===== config.mk =====
export PLATFORM = sky130hd
export DESIGN_NAME = audio_player
export DESIGN_NICKNAME = d
export VERILOG_FILES = /design/src/rtl/audio_player.sv
export SDC_FILE = /design/constraint.sdc
export NUM_CORES = 1
export LEC_CHECK = 0
export CELL_PAD_IN_SITES_DETAIL_PLACEMENT = 1
export CELL_PAD_IN_SITES_GLOBAL_PLACEMENT = 2
export CORE_ASPECT_RATIO = 0.6
export CORE_MARGIN = 5
export CORE_UTILIZATION = 39
export DETAILED_ROUTE_END_ITERATION = 10
export MAX_ROUTING_LAYER = met4
export PLACE_DENSITY_LB_ADDON = 0.1
export SLEW_MARGIN = 30
export SYNTH_ARGS = -nofsm -noshare
export SYNTH_HDL_FRONTEND = slang
export SYNTH_SLANG_ARGS = --single-unit
export TNS_END_PERCENT = 1

===== constraint.sdc =====
create_clock -name clk_i -period 8.4 [get_ports clk_i]
set_input_delay 1.68 -clock clk_i [delete_from_list [all_inputs] [get_ports clk_i]]
set_output_delay 1.68 -clock clk_i [all_outputs]
set_load 0.005 [all_outputs]

===== src/rtl/audio_player.sv =====
// Square-wave tone generator driven by the control unit's audio strobes; returns a one-cycle continue pulse per note.
// Define AUDIO_GAP_EN to insert GAP_TICKS silent ticks after every note.
module audio_player #(
    parameter int DW        = 16,
    parameter int TICK_DIV  = 12000,
    parameter int GAP_TICKS = 10
) (
    input  logic          clk_i,
    input  logic          reset_i,
    input  logic [DW-1:0] din_i,
    input  logic          audioreg_i,
    input  logic          audioact_i,
    input  logic          s_cont_i,
    output logic          speaker_o,
    output logic          playing_o,
    output logic          continue_o
);

    localparam int TW = (TICK_DIV > 1) ? $clog2(TICK_DIV) : 1;
    localparam logic [TW-1:0] TICK_LAST = TW'(TICK_DIV - 1);

    if (TICK_DIV < 1 || GAP_TICKS < 0) begin : g_bad_params
        $error("audio_player: TICK_DIV must be >= 1 and GAP_TICKS >= 0");
    end

    typedef enum logic [1:0] {
        IDLE = 2'd0,
        PLAY = 2'd1,
`ifdef AUDIO_GAP_EN
        GAP  = 2'd2,
`endif
        DONE = 2'd3
    } state_t;

    state_t        state_q;
    logic [DW-1:0] hp_q;
    logic [DW-1:0] dur_q;
    logic [DW-1:0] tone_cnt_q;
    logic [DW-1:0] dur_cnt_q;
    logic [TW-1:0] tick_cnt_q;
`ifdef AUDIO_GAP_EN
    logic [DW-1:0] gap_cnt_q;
`endif
    logic          speaker_q;
    logic          playing_q;
    logic          continue_q;

    logic set_hp;
    logic play_cmd;
    logic tick_wrap;

    assign set_hp    = audioact_i & s_cont_i;
    assign play_cmd  = audioact_i & ~s_cont_i;
    assign tick_wrap = (tick_cnt_q == TICK_LAST);

    always_ff @(posedge clk_i) begin
        if (!reset_i) begin
            state_q    <= IDLE;
            hp_q       <= '0;
            dur_q      <= '0;
            tone_cnt_q <= '0;
            dur_cnt_q  <= '0;
            tick_cnt_q <= '0;
`ifdef AUDIO_GAP_EN
            gap_cnt_q  <= '0;
`endif
            speaker_q  <= 1'b0;
            playing_q  <= 1'b0;
            continue_q <= 1'b0;
        end else begin
            if (audioreg_i) dur_q <= din_i;
            if (set_hp)     hp_q  <= din_i;

            case (state_q)
                IDLE: begin
                    speaker_q  <= 1'b0;
                    playing_q  <= 1'b0;
                    continue_q <= 1'b0;
                    if (play_cmd) begin
                        dur_cnt_q  <= dur_q;
                        tick_cnt_q <= '0;
                        tone_cnt_q <= '0;
                        if (dur_q != '0) begin
                            state_q   <= PLAY;
                            playing_q <= 1'b1;
                        end else begin
                            state_q    <= DONE;
                            continue_q <= 1'b1;
                        end
                    end
                end

                PLAY: begin
                    tick_cnt_q <= tick_wrap ? '0 : tick_cnt_q + 1'b1;

                    // A new half-period restarts the current half-cycle without touching the level.
                    if (set_hp) begin
                        tone_cnt_q <= '0;
                    end else if (hp_q == '0) begin
                        tone_cnt_q <= '0;
                        speaker_q  <= 1'b0;
                    end else if (tone_cnt_q == hp_q - 1'b1) begin
                        tone_cnt_q <= '0;
                        speaker_q  <= ~speaker_q;
                    end else begin
                        tone_cnt_q <= tone_cnt_q + 1'b1;
                    end

                    if (tick_wrap) begin
                        if (dur_cnt_q == DW'(1)) begin
                            dur_cnt_q  <= '0;
                            tone_cnt_q <= '0;
                            speaker_q  <= 1'b0;
`ifdef AUDIO_GAP_EN
                            state_q    <= GAP;
                            gap_cnt_q  <= DW'(GAP_TICKS);
`else
                            state_q    <= DONE;
                            playing_q  <= 1'b0;
                            continue_q <= 1'b1;
`endif
                        end else begin
                            dur_cnt_q <= dur_cnt_q - 1'b1;
                        end
                    end
                end

`ifdef AUDIO_GAP_EN
                GAP: begin
                    speaker_q  <= 1'b0;
                    tick_cnt_q <= tick_wrap ? '0 : tick_cnt_q + 1'b1;
                    // A zero-length gap still costs the single cycle spent in this state.
                    if (gap_cnt_q == '0 || (tick_wrap && gap_cnt_q == DW'(1))) begin
                        state_q    <= DONE;
                        gap_cnt_q  <= '0;
                        tick_cnt_q <= '0;
                        playing_q  <= 1'b0;
                        continue_q <= 1'b1;
                    end else if (tick_wrap) begin
                        gap_cnt_q <= gap_cnt_q - 1'b1;
                    end
                end
`endif

                DONE: begin
                    // Any audioact seen here belongs to the retiring instruction.
                    continue_q <= 1'b0;
                    playing_q  <= 1'b0;
                    speaker_q  <= 1'b0;
                    state_q    <= IDLE;
                end

                default: begin
                    state_q    <= IDLE;
                    speaker_q  <= 1'b0;
                    playing_q  <= 1'b0;
                    continue_q <= 1'b0;
                end
            endcase
        end
    end

    assign speaker_o  = speaker_q;
    assign playing_o  = playing_q;
    assign continue_o = continue_q;

endmodule


==> impl_results.html <==
<table>
<tr><th>Metric</th><th>Value</th></tr>
<tr><th colspan="2">Global routing</th></tr>
<tr><td>Grt met3 use</td><td>4.04%</td></tr>
<tr><td>Maximum number of pins on one net before global-route repair</td><td>59</td></tr>
<tr><td>Routing layer with the top usage in global route</td><td>met1</td></tr>
<tr><td>Number of global-route vias before repair</td><td>4,004</td></tr>
<tr><td>Total GRT Usage</td><td>20.5%</td></tr>
<tr><td>Global Route met1 Usage</td><td>31.4%</td></tr>
<tr><td>Met2 Track Usage GR</td><td>27.2%</td></tr>
<tr><td>Number of antenna violations at the first check in global routing</td><td>0</td></tr>
<tr><td>Total overflow reported by the global router</td><td>0</td></tr>
<tr><td>Global-route wire length before repair</td><td>21,700 µm</td></tr>
<tr><th colspan="2">Setup path</th></tr>
<tr><td>Setup slack on the worst flop-to-flop path</td><td>4.93 ns</td></tr>
<tr><td>Worst path most repeated cell</td><td>nand2_1</td></tr>
<tr><td>Terminus of the critical flop-to-flop path</td><td>tone_cnt_q[10]</td></tr>
<tr><td>Largest incremental delay on the critical path</td><td>0.62 ns</td></tr>
<tr><td>Required time worst endpoint</td><td>8.65 ns</td></tr>
<tr><td>WS Path Type</td><td>in -&gt; reg</td></tr>
<tr><td>Worst Path Arrival</td><td>roughly 4.4 ns</td></tr>
<tr><td>Worst-case reg-to-reg path depth</td><td>8</td></tr>
<tr><td>Capture point of the worst path</td><td>tone_cnt_q[11]</td></tr>
<tr><td>Crit end category</td><td>flip-flop</td></tr>
<tr><td>Critical Path, Cell by Cell</td><td>clkdlybuf4s50_1, nand2_1, o211a_1, nand2_1, a41oi_2, or2b_1, a31oi_1</td></tr>
<tr><td>Kind of start point of the critical path</td><td>input port</td></tr>
<tr><td>Cell with the largest stage delay on the worst path</td><td>a41oi_2</td></tr>
<tr><td>Critical path origin</td><td>s_cont_i</td></tr>
<tr><td>Start of the worst register-to-register path</td><td>hp_q[3]</td></tr>
<tr><td>CP max FO</td><td>17</td></tr>
<tr><th colspan="2">Synth</th></tr>
<tr><td>Share of the synthesized area in compound gates (AO/OA/AOI/OAI)</td><td>19.6%</td></tr>
<tr><td>Largest family of logic cells by synthesized area</td><td>simple AND/OR/NAND/NOR gates</td></tr>
<tr><td>Synth Area in Simple Gates</td><td>25.8%</td></tr>
<tr><td>Synth Register Bits</td><td>slightly above 80</td></tr>
<tr><td>Largest area contributor in the netlist</td><td>dfxtp_1</td></tr>
<tr><td>Most common cell in the synthesized netlist</td><td>dfxtp_1</td></tr>
<tr><td>Count of flip-flops with a built-in enable after synthesis</td><td>0</td></tr>
<tr><td>Share of synthesized registers carrying an async set or reset</td><td>0%</td></tr>
<tr><td>Mux cell area share after synthesis</td><td>between 4 and 5%</td></tr>
<tr><td>Flip-flop cell with the highest count after synthesis</td><td>dfxtp_1</td></tr>
<tr><td>Mean area per synthesized cell</td><td>8.11 µm²</td></tr>
<tr><td>Syn_nets</td><td>564</td></tr>
<tr><td>Portion of synthesized cell area occupied by the leading cell type</td><td>38.1%</td></tr>
<tr><td>Count of synthesis-stage warnings from yosys</td><td>0</td></tr>
<tr><td>Leading cell types by count after synthesis</td><td>dfxtp_1, nor2_1, nand2_1, clkbuf_1, a21oi_1</td></tr>
<tr><td>Cells taking the most area after synthesis</td><td>dfxtp_1, nor2_1, nand2_1</td></tr>
<tr><td>Arithmetic-cell share of the synthesized area counting full adders, half adders and majority gates</td><td>1.43%</td></tr>
<tr><td>Cell variety after synth</td><td>53</td></tr>
<tr><td>Proportion of synthesized chip area in sequential cells</td><td>38.1%</td></tr>
<tr><td>Area share of xor/xnor cells in the synthesized design</td><td>6.82%</td></tr>
<tr><td>Post-Syn Instances</td><td>538</td></tr>
<tr><td>Post-synthesis cell area</td><td>4360 µm²</td></tr>
<tr><th colspan="2">Floorplanning</th></tr>
<tr><td>Core region area</td><td>10,700 µm²</td></tr>
<tr><td>Die Y</td><td>91.9 µm</td></tr>
<tr><td>Standard-cell row count</td><td>29</td></tr>
<tr><td>Starting Density</td><td>between 40% and 50%</td></tr>
<tr><td>DIE WIDTH</td><td>147 µm</td></tr>
<tr><td>Num ports</td><td>24</td></tr>
<tr><td>Area of the die</td><td>13,500 µm²</td></tr>
<tr><th colspan="2">Clock network</th></tr>
<tr><td>Level count of the clock H-tree</td><td>3</td></tr>
<tr><td>Clock tree from TritonCTS</td><td>done</td></tr>
<tr><td>Sink Count</td><td>83</td></tr>
<tr><td>Number of buffers inserted to repair setup after CTS</td><td>0</td></tr>
<tr><td>Post-cts resize count</td><td>0</td></tr>
<tr><td>Clock-pin slew reported for the worst setup and hold paths after clock tree synthesis</td><td>roughly 0.06 ns</td></tr>
<tr><td>Clock network latency to the later pin of the worst-skew pair</td><td>0.34 ns</td></tr>
<tr><td>Number of hold buffers added after CTS</td><td>0</td></tr>
<tr><td>CTS max path bufs</td><td>2</td></tr>
<tr><td>Clock tree root buffer cell</td><td>clkbuf_16</td></tr>
<tr><td>Total clock buffers created by CTS</td><td>9</td></tr>
<tr><th colspan="2">Power</th></tr>
<tr><td>Clock Power Share</td><td>about two fifths</td></tr>
<tr><td>Switching portion of total power</td><td>about 29%</td></tr>
<tr><td>Combinational cell fraction of total power</td><td>18.1%</td></tr>
<tr><td>Design Power</td><td>roughly 1.0 mW</td></tr>
<tr><td>Internal power</td><td>between 700 and 800 µW</td></tr>
<tr><td>Share of total power in sequential cells</td><td>43.1%</td></tr>
<tr><td>VDD IR-drop max</td><td>0.107 mV</td></tr>
<tr><td>Leakage power summed over all cells</td><td>1.80 nW</td></tr>
<tr><td>Net switching power figure</td><td>286 µW</td></tr>
<tr><td>Power per Cell Area</td><td>202 nW/µm²</td></tr>
<tr><th colspan="2">Cells and area</th></tr>
<tr><td>Post-layout nets</td><td>~570</td></tr>
<tr><td>Antenna cell count</td><td>0</td></tr>
<tr><td>Fraction of final layout cells with drive strength greater than 1</td><td>between 5 and 6%</td></tr>
<tr><td>Post-synthesis to final-layout area growth</td><td>13.6%</td></tr>
<tr><th colspan="2">Run</th></tr>
<tr><td>Number of violations of the max-capacitance limit</td><td>0</td></tr>
<tr><th colspan="2">Routing</th></tr>
<tr><td>Vias post-DR</td><td>4,018</td></tr>
<tr><td>Antenna-violating nets left</td><td>0</td></tr>
<tr><td>Average via count per standard cell</td><td>5.85</td></tr>
<tr><td>Residual DRC</td><td>0</td></tr>
<tr><td>Average wire length per cell after detail routing</td><td>~19 µm</td></tr>
<tr><td>Initial drt markers</td><td>269</td></tr>
<tr><td>Routed wire length</td><td>12,800 µm</td></tr>
<tr><td>Number of iterations in the first detailed-routing pass</td><td>4</td></tr>
<tr><th colspan="2">Timing</th></tr>
<tr><td>Transition at the pin with the smallest max-transition slack</td><td>0.799 ns</td></tr>
<tr><td>Final slew viol count</td><td>0</td></tr>
<tr><td>Worst-case clock skew</td><td>between 0.005 and 0.006 ns</td></tr>
<tr><td>Unrepaired setup endpoints after global routing</td><td>false</td></tr>
<tr><td>Headroom to the max-slew limit</td><td>46.5%</td></tr>
<tr><td>Final Critical Period</td><td>4.13 ns</td></tr>
<tr><td>Setup Total Neg Slack</td><td>0 ns</td></tr>
<tr><td>Finish-stage setup viols</td><td>0</td></tr>
<tr><td>Final clock period utilization by the worst path</td><td>between 40 and 50%</td></tr>
<tr><td>Hold violation count in the final report</td><td>0</td></tr>
<tr><td>Fmax achieved</td><td>242 MHz</td></tr>
<tr><th colspan="2">Hold path</th></tr>
<tr><td>Class of the worst hold path</td><td>reg -&gt; reg</td></tr>
<tr><th colspan="2">Outcome</th></tr>
<tr><td>Outcome</td><td>finished, final reports clean</td></tr>
<tr><th colspan="2">Place</th></tr>
<tr><td>Detailed placer's ending HPWL</td><td>9480 µm</td></tr>
<tr><td>Last weighted congestion value of the routability-driven placer</td><td>0.763</td></tr>
<tr><td>Buffers on Ports</td><td>23</td></tr>
</table>
[critical path, delay by kind of cell]
| family | cells | cell delay [ns] |
|---|---|---|
| AO/OA/AOI/OAI | 3 | 1.33 |
| buffers and inverters | 1 | 0.44 |
| AND/OR/NAND/NOR | 3 | 0.92 |
[power groups by stage]
stage | sequential (mW) | clock (mW) | combinational [mW]
2_1_floorplan | 0.433 | 0 | 0.131
4_1_cts | 0.431 | 0.399 | 0.182
6_report | 0.432 | 0.388 | 0.182
3_3_place_gp | 0.439 | 0 | 0.174
3_5_place_dp | 0.440 | 0 | 0.180
5_1_grt | 0.434 | 0.414 | 0.204
[cell type report]
class | count | area (µm²)
Clock buffer | 11 | 243
Sequential cell | 83 | 1660
Fill cell | 1294 | 5780
Inverter | 13 | 48.8
Timing Repair Buffer | 27 | 255
Tap cell | 139 | 174
Multi-Input combinational cell | 411 | 2530
Clock inverter | 3 | 40.0
[flip-flops by register name, indices dropped and copies added, names as in the netlist]
| register | count |
|---|---|
| continue_o | 1 |
| hp_q | 16 |
| dur_cnt_q | 16 |
| speaker_o | 1 |
| dur_q | 16 |
| tone_cnt_q | 16 |
| tick_cnt_q | 14 |
| playing_o | 1 |
| state_q | 2 |
[layout by cell type, fill, tap and decap left out, drive strengths merged, types with 4 or more instances in the layout]
| cell type | Yosys | routed |
|---|---|---|
| mux2i | 19 | 19 |
| or2b | 7 | 7 |
| xor2 | 12 | 12 |
| buf | 3 | 5 |
| inv | 13 | 13 |
| or4 | 4 | 4 |
| a31oi | 14 | 14 |
| xnor2 | 22 | 22 |
| a21oi | 27 | 27 |
| nand4 | 6 | 6 |
| o31ai | 4 | 4 |
| nor3b | 4 | 4 |
| dfxtp | 83 | 83 |
| nor2 | 69 | 69 |
| nor3 | 18 | 18 |
| o21ai | 24 | 24 |
| a22oi | 15 | 15 |
| ha | 5 | 5 |
| nand3 | 20 | 20 |
| nand2 | 64 | 64 |
| clkbuf | 28 | 11 |
| a41oi | 14 | 14 |
| clkdlybuf4s50 | 0 | 22 |
| and3 | 8 | 8 |
| nor4 | 10 | 10 |
[how the worst min path moves through the flow]
stage,from,end,depth (start not counted)
after floorplan,continue_o,continue_o,2
after CTS,tone_cnt_q[15],tone_cnt_q[15],1
after detailed placement,continue_o,continue_o,2
after global placement,continue_o,continue_o,2
final,continue_o,continue_o,2
after global routing,tone_cnt_q[15],tone_cnt_q[15],1
[per-layer routing]
metal / wire, µm / vias to the layer above / part of all wire, %
met4: 91 / 0 / 0.71
met5: 0 / - / 0
met3: 477 / 7 / 3.7
met1: 7100 / 1976 / 55
li1: - / 1958 / -
met2: 5180 / 77 / 40
[per-stage QoR]
stage	setup WS (ns)	utilization [%]	cells	hold WS [ns]	area (µm²)
6_report	4.27	46.1	687	0.490	4960
5_1_grt	4.04	46.1	687	0.512	4960
4_1_cts	4.31	46.1	687	0.493	4960
3_5_place_dp	3.97	43.5	673	0.481	4670
3_3_place_gp	4.07	43.6	673	0.468	4680
2_1_floorplan	5.50	-	538	0.452	4360
[cells by family (layout without fill, tap and decap cells)]
logic type / Yosys count / in the layout
buf+inv: 44 / 54
xor+xnor: 34 / 34
compound gates: 123 / 123
fa+ha+maj: 5 / 5
flops: 83 / 83
mux: 19 / 19
simple gates: 230 / 230
(Power assumes the default switching activity.)
